[config.mk]
export PLATFORM = sky130hd
export DESIGN_NAME = wqe_cache_reader
export DESIGN_NICKNAME = d
export VERILOG_FILES = /design/src/rtl/wqe_cache_reader.sv
export SDC_FILE = /design/constraint.sdc
export NUM_CORES = 2
export LEC_CHECK = 0
export ABC_CLOCK_PERIOD_IN_PS = 43700
export CAP_MARGIN = 40
export CORE_AREA = 4 4 433 435
export CTS_CLUSTER_DIAMETER = 120
export DETAILED_ROUTE_END_ITERATION = 12
export DIE_AREA = 0 0 437 439
export MAX_ROUTING_LAYER = met4
export PLACE_DENSITY = 0.56
export SYNTH_ARGS = -nofsm -noshare
export SYNTH_HDL_FRONTEND = slang
export SYNTH_SLANG_ARGS = --single-unit
[constraint.sdc]
create_clock -name sys_clk -period 43.7 [get_ports sys_clk]
set_clock_uncertainty 0.15 [all_clocks]
set_input_delay 4.37 -clock sys_clk [delete_from_list [all_inputs] [get_ports sys_clk]]
set_output_delay 4.37 -clock sys_clk [all_outputs]
set_load 0.01 [all_outputs]
[src/rtl/wqe_cache_reader.sv]
// Read-side engine for the dual-queue WQE cache: pops WQEs, absorbs the 1-cycle
// read latency and hands them to the TX packetizer through a 2-entry output FIFO.
module wqe_cache_reader #(
    parameter int WQE_WIDTH    = 512,
    parameter int QP_PTR_WIDTH = 4,
    parameter int WQE_QPID_LSB = 328,
    parameter int CNT_WIDTH    = 16
) (
    input  logic                    sys_clk,
    input  logic                    sys_rst,
    input  logic                    i_en,
    input  logic                    i_wqe_cache_empty,
    output logic                    o_wqe_cache_rd,
    input  logic                    i_wqe_val,
    input  logic [WQE_WIDTH-1:0]    i_wqe,
    output logic                    o_wqe_val,
    input  logic                    i_wqe_rdy,
    output logic [WQE_WIDTH-1:0]    o_wqe,
    output logic [QP_PTR_WIDTH-1:0] o_wqe_qpn,
    output logic [63:0]             o_wqe_wrid,
    output logic                    o_idle,
    output logic [CNT_WIDTH-1:0]    o_dispatch_cnt,
    output logic [1:0]              o_err
);

    typedef enum logic [1:0] {
        ST_IDLE,
        ST_RUN,
        ST_DRAIN
    } state_t;

    state_t               state;
    state_t               state_nxt;
    logic [1:0]           occ;
    logic                 pend;
    logic [WQE_WIDTH-1:0] head_q;
    logic [WQE_WIDTH-1:0] tail_q;
    logic [CNT_WIDTH-1:0] cnt_q;
    logic [1:0]           err_q;
    logic                 pop;
    logic                 push;
    logic [2:0]           committed;

    assign o_wqe_val  = (occ != 2'd0);
    assign pop        = o_wqe_val & i_wqe_rdy;
    assign push       = i_wqe_val & pend;

    // Slots already owned (buffered + in flight) after this cycle's pop; keeping
    // this below 2 guarantees a returning WQE always has room in the FIFO.
    assign committed  = {1'b0, occ} + {2'b00, pend} - {2'b00, pop};

    assign o_wqe_cache_rd = (state == ST_RUN) & i_en & ~i_wqe_cache_empty
                            & (committed < 3'd2);

    assign o_wqe          = head_q;
    assign o_wqe_qpn      = head_q[WQE_QPID_LSB +: QP_PTR_WIDTH];
    assign o_wqe_wrid     = head_q[63:0];
    assign o_idle         = (state == ST_IDLE);
    assign o_dispatch_cnt = cnt_q;
    assign o_err          = err_q;

    always_comb begin
        state_nxt = state;
        case (state)
            ST_IDLE:  if (i_en) state_nxt = ST_RUN;
            ST_RUN:   if (!i_en) state_nxt = ST_DRAIN;
            ST_DRAIN: begin
                if (i_en)
                    state_nxt = ST_RUN;
                else if (!pend && (occ == 2'd0))
                    state_nxt = ST_IDLE;
            end
            default:  state_nxt = ST_IDLE;
        endcase
    end

    always_ff @(posedge sys_clk or posedge sys_rst) begin
        if (sys_rst) begin
            state <= ST_IDLE;
            pend  <= 1'b0;
            cnt_q <= '0;
            err_q <= 2'b00;
        end else begin
            state <= state_nxt;
            pend  <= o_wqe_cache_rd;
            if (pop)
                cnt_q <= cnt_q + 1'b1;
            if (i_wqe_val && !pend)
                err_q[0] <= 1'b1;
            if (pend && !i_wqe_val)
                err_q[1] <= 1'b1;
        end
    end

    // Head is registered so o_wqe never depends on the cache read data path.
    always_ff @(posedge sys_clk or posedge sys_rst) begin
        if (sys_rst) begin
            occ    <= 2'd0;
            head_q <= '0;
            tail_q <= '0;
        end else begin
            case ({push, pop})
                2'b10: begin
                    if (occ == 2'd0)
                        head_q <= i_wqe;
                    else
                        tail_q <= i_wqe;
                    occ <= occ + 2'd1;
                end
                2'b01: begin
                    if (occ == 2'd2)
                        head_q <= tail_q;
                    occ <= occ - 2'd1;
                end
                2'b11: begin
                    if (occ == 2'd1) begin
                        head_q <= i_wqe;
                    end else begin
                        head_q <= tail_q;
                        tail_q <= i_wqe;
                    end
                end
                default: ;
            endcase
        end
    end

endmodule

; ---- Word-level counts from Yosys, hierarchy flattened
; Cells that the tools add are included.
[totals]
mem_bits_ro = 0
ramBits = 0
register_bits = 1047
memories = 0
latchBits = 0
elab_cells = 61
[op_classes]
reduce_logical = 14
n_mul = 0
n_mux = 13
order_cmp = 1
add_sub_neg = 5
shift = 0
eq_ne = 14
n_bitwise = 6
div = 0
[ops]
columns = op, count
row1 = 512-bit 2-to-1 mux, 5
row2 = 512-bit one-hot mux with 3 select lines, 1
row3 = 512-bit one-hot mux with 2 select lines, 1
row4 = "16-bit by 1-bit adder with 16-bit output, second input constant", 1
row5 = "2-bit != test, second input constant", 6
row6 = 3-bit AND reduction, 3
row7 = "2-bit equality test, second input constant", 4
row8 = 2-bit 2-to-1 mux, 4
row9 = "2-bit by 1-bit equality test with 1-bit output, second input constant", 3
row10 = 2-bit one-hot mux with 3 select lines, 1
row11 = 2-bit nonzero test, 3
row12 = 1-bit bitwise AND, 5
row13 = 2-bit logical NOT, 2
row14 = 2-bit one-hot mux with 2 select lines, 1
row15 = 2-bit by 1-bit adder with 3-bit output, 1
row16 = 1-bit logical AND, 3
row17 = "3-bit by 2-bit less-than comparator with 1-bit output, second input constant", 1
row18 = "3-bit != test, second input constant", 1
row19 = 3-bit nonzero test, 1
row20 = 3-bit by 1-bit subtractor with 3-bit output, 1
row21 = "2-bit by 1-bit adder with 2-bit output, second input constant", 1
row22 = 1-bit logical NOT, 2
row23 = "2-bit by 1-bit subtractor with 2-bit output, second input constant", 1
row24 = 1-bit NOT, 1

; ---- Depth between registers and ports, before layout
[logic_depth]
depth_word = 5
mapped_depth = 13
ltp_nobuf = 10

; ---- Worst setup path before layout
; No wires, ideal clock.
[synth_timing]
kind = input -> output
from = input port i_wqe_rdy
to = output port o_wqe_cache_rd
slack_ps = 33249
t_required_ps = 39180
path_stages = 7
t_arrival_ps = 5931
path_cell_list = nand2_2 inv_2 ha_1 nand2b_1 fa_1 xor2_1 nor4_1
[synth_between]
elab_chain_cells = 4
[synth_lines]
columns = element, line
row1 = "start, declared", 17  ; input logic i_wqe_rdy,
row2 = 1-bit bitwise AND, 45  ; assign pop = o_wqe_val & i_wqe_rdy;
row3 = net pop, 40  ; logic pop;
row4 = 3-bit by 1-bit subtractor with 3-bit output, 50  ; assign committed = {1'b0, occ} + {2'b00, pend} - {2'b00, pop};
row5 = 3-bit by 2-bit less-than comparator with 1-bit output, 53  ; & (committed < 3'd2);
row6 = 1-bit bitwise AND, 53
row7 = "end, declared", 13  ; output logic o_wqe_cache_rd,
; The timed path passes the listed nets, and every way through them passes these cells.

; ---- Worst setup path after layout
; Ends and elaborated chain as after synthesis.

==> impl_metrics.json <==
{
  "port_buffers": 1118,
  "cts_made_buffers": 119,
  "ant_nets": 0,
  "p_sw_share_pct": 35.2,
  "antenna_found_initial": 41,
  "relSlewSlack_pct": 35.1,
  "switching_power_mw": 1.57,
  "path_clk_slew_ns": 0.06,
  "ys_types": 34,
  "cts_sinks": 1047,
  "period_minus_slack_ns": 11.71,
  "timing.hold.ws_ns": 0.319,
  "synth_sequential_area_ratio_pct": 60.9,
  "track_usage_pct": 16.4,
  "die-width_um": 437,
  "layout_commonest_cell": "clkdlybuf4s50_1",
  "irDropWorstVdd_v": 0.0000385,
  "drive_gt1_share_pct": 16.9,
  "area_growth_pct": 39.6,
  "wirelength_um": 160000,
  "tightest_slew_ns": 0.974,
  "grt_max_degree": 186,
  "io_pins": 1119,
  "nNetsFinal": 5009,
  "critPathCaptureType": "output port",
  "cts-resized-gates": 0,
  "synth_cells": 3531,
  "hold_viol_final": 0,
  "overflow": 0,
  "rows": 157,
  "dieArea_um2": 192000,
  "fill_cells": 18398,
  "hpwl_um": 115000,
  "htree_levels": 3,
  "place.gp.congestion": 0.890,
  "critPathRequiredTime_ns": 39.18,
  "arrival_ns": 7.19,
  "setup_tns_ns": 0,
  "core_um2": 183000,
  "rsz0062_at_grt": "no",
  "synth_nets": 4059,
  "syn_area_um2": 43000,
  "power.density_nw_per_um2": 74.4,
  "rrSetupSlack_ns": 37.93,
  "ys_warn_count": 0,
  "start_util_pct": 23.5,
  "grt_pass1_vias": 32234,
  "p_leak_nw": 25.6,
  "first_iter_violations": 2182,
  "syn_area_per_cell_um2": 12.2,
  "slew_viol_final": 0,
  "die_y_um": 439,
  "vias": 32189,
  "outcome": "finished clean",
  "clockBufferDepth": 3,
  "grt_pass1_wl_um": 229000,
  "cts_tree": "built",
  "drc": 0,
  "cts_hold_buf": 0,
  "mostFrequentLayoutCells": "clkdlybuf4s50_1, dfrtp_1, nor2_1",
  "p_seq_share_pct": 38.3,
  "cp-start-kind": "input port",
  "power_frac_clock_pct": 22.7,
  "intPower_mw": 2.90,
  "fmax_mhz": 85.4,
  "vias_per_cell": 4.56,
  "drv_cap": 0,
  "clock_latency_ns": 0.73,
  "worstSetupPathType": "in -> out",
  "ys_ff_latch": 1047,
  "post-route-period-util_pct": 26.8,
  "p_comb_share_pct": 39.0,
  "setup_violations": 0,
  "wire_per_inst_um": 22.6,
  "placed_area_um2": 56000,
  "dr.pass1.iters": 8,
  "hp-class": "reg -> reg",
  "cts_root_buf": "clkbuf_16",
  "cp_max_fo": 9,
  "stdcell_area_um2": 60100,
  "cts_setup_buffers": 0
}
[area by class of cell]
cell class,count,area [µm²],share of cell area (%)
clock inverters,40,427,0.710
diodes,25,62.6,0.104
repair buffers,1180,12000,20.0
clock buffers,177,3550,5.91
well taps,2464,3080,5.13
multi-input cells,2124,14700,24.5
flip-flops and latches,1047,26200,43.6
inverters,9,41.3,0.0687
[cell families (layout without fill, tap and decap cells)]
family	count (synthesis)	after routing	share of synthesized area (%)
simple gates	551	551	4.92
flops	1047	1047	60.9
buf+inv	360	1406	5.01
xor+xnor	18	18	0.366
other cells	0	25	0
mux	512	512	13.4
fa+ha+maj	10	10	0.308
compound gates	1033	1033	15.1
[registers in the layout, indices dropped and copies added, names as in the netlist]
register and count:
pend 1, o_err 2, o_wqe 512, tail_q 512, occ 2, state 2
o_dispatch_cnt 16
[worst paths after layout]
kind,startpoint,endpoint,depth (start not counted)
worst max-delay path,i_wqe_rdy,o_wqe_cache_rd,9
min in group asynchronous,sys_rst,tail_q[368],2
max in group asynchronous,sys_rst,tail_q[112],9
worst max register to register,occ[1],o_wqe[95],14
worst min-delay path,o_err[0],o_err[0],1
worst min register to register,o_err[0],o_err[0],1
[through the flow]
step | setup slack [ns] | cells | power, mW | utilization (%)
5_1_grt | 31.87 | 7066 | 4.73 | 32.8
3_5_place_dp | 31.99 | 6824 | 3.49 | 30.6
2_1_floorplan | 9.71 | 3531 | 2.55 | -
4_1_cts | 32.02 | 7041 | 4.53 | 32.8
6_report | 31.99 | 7066 | 4.47 | 32.8
3_3_place_gp | 31.98 | 6808 | 3.44 | 30.4
[power groups by stage]
| stage | Clock (mW) | Combinational (mW) | Sequential (mW) |
|---|---|---|---|
| final | 1.01 | 1.75 | 1.71 |
| after global routing | 1.08 | 1.88 | 1.77 |
| after global placement | 0 | 1.73 | 1.71 |
| after detailed placement | 0 | 1.76 | 1.72 |
| after CTS | 1.05 | 1.77 | 1.71 |
| after floorplan | 0 | 0.788 | 1.76 |
[worst max-delay path: stages]
cell,delay [ns]
clkdlybuf4s50_1,0.59
nand2_2,0.12
inv_2,0.20
ha_1,0.26
nand2b_1,0.16
fa_1,0.38
xor2_1,0.17
nor4_1,0.31
clkdlybuf4s50_1,0.61
[cells in the mapped netlist, drive strengths merged]
cell type / number / share of area, %
a21boi: 1 / 0.017
a21o: 1 / 0.017
a21oi: 514 / 6.0
a221oi: 1 / 0.061
a22oi: 512 / 8.9
and2: 1 / 0.015
and3: 2 / 0.029
and4: 1 / 0.020
and4b: 1 / 0.023
buf: 326 / 4.7
clkbuf: 25 / 0.23
dfrtp: 1047 / 61
fa: 1 / 0.047
ha: 9 / 0.26
inv: 9 / 0.079
mux2: 512 / 13
nand2: 14 / 0.13
nand2b: 2 / 0.029
nand3: 3 / 0.035
nand4: 6 / 0.087
nor2: 519 / 4.5
nor2b: 1 / 0.015
nor4: 1 / 0.015
o211ai: 2 / 0.047
o21a: 1 / 0.017
o21bai: 1 / 0.017
xnor2: 10 / 0.20
xor2: 8 / 0.16
[layer usage]
metal | up-vias | global-route usage (%) | wire [µm]
li1 | 14558 | - | -
met1 | 16465 | 19.8 | 65300
met2 | 951 | 26.5 | 79600
met3 | 215 | 4.39 | 10400
met4 | 0 | 5.52 | 4260
met5 | - | - | 0
(Power assumes the default switching activity.)
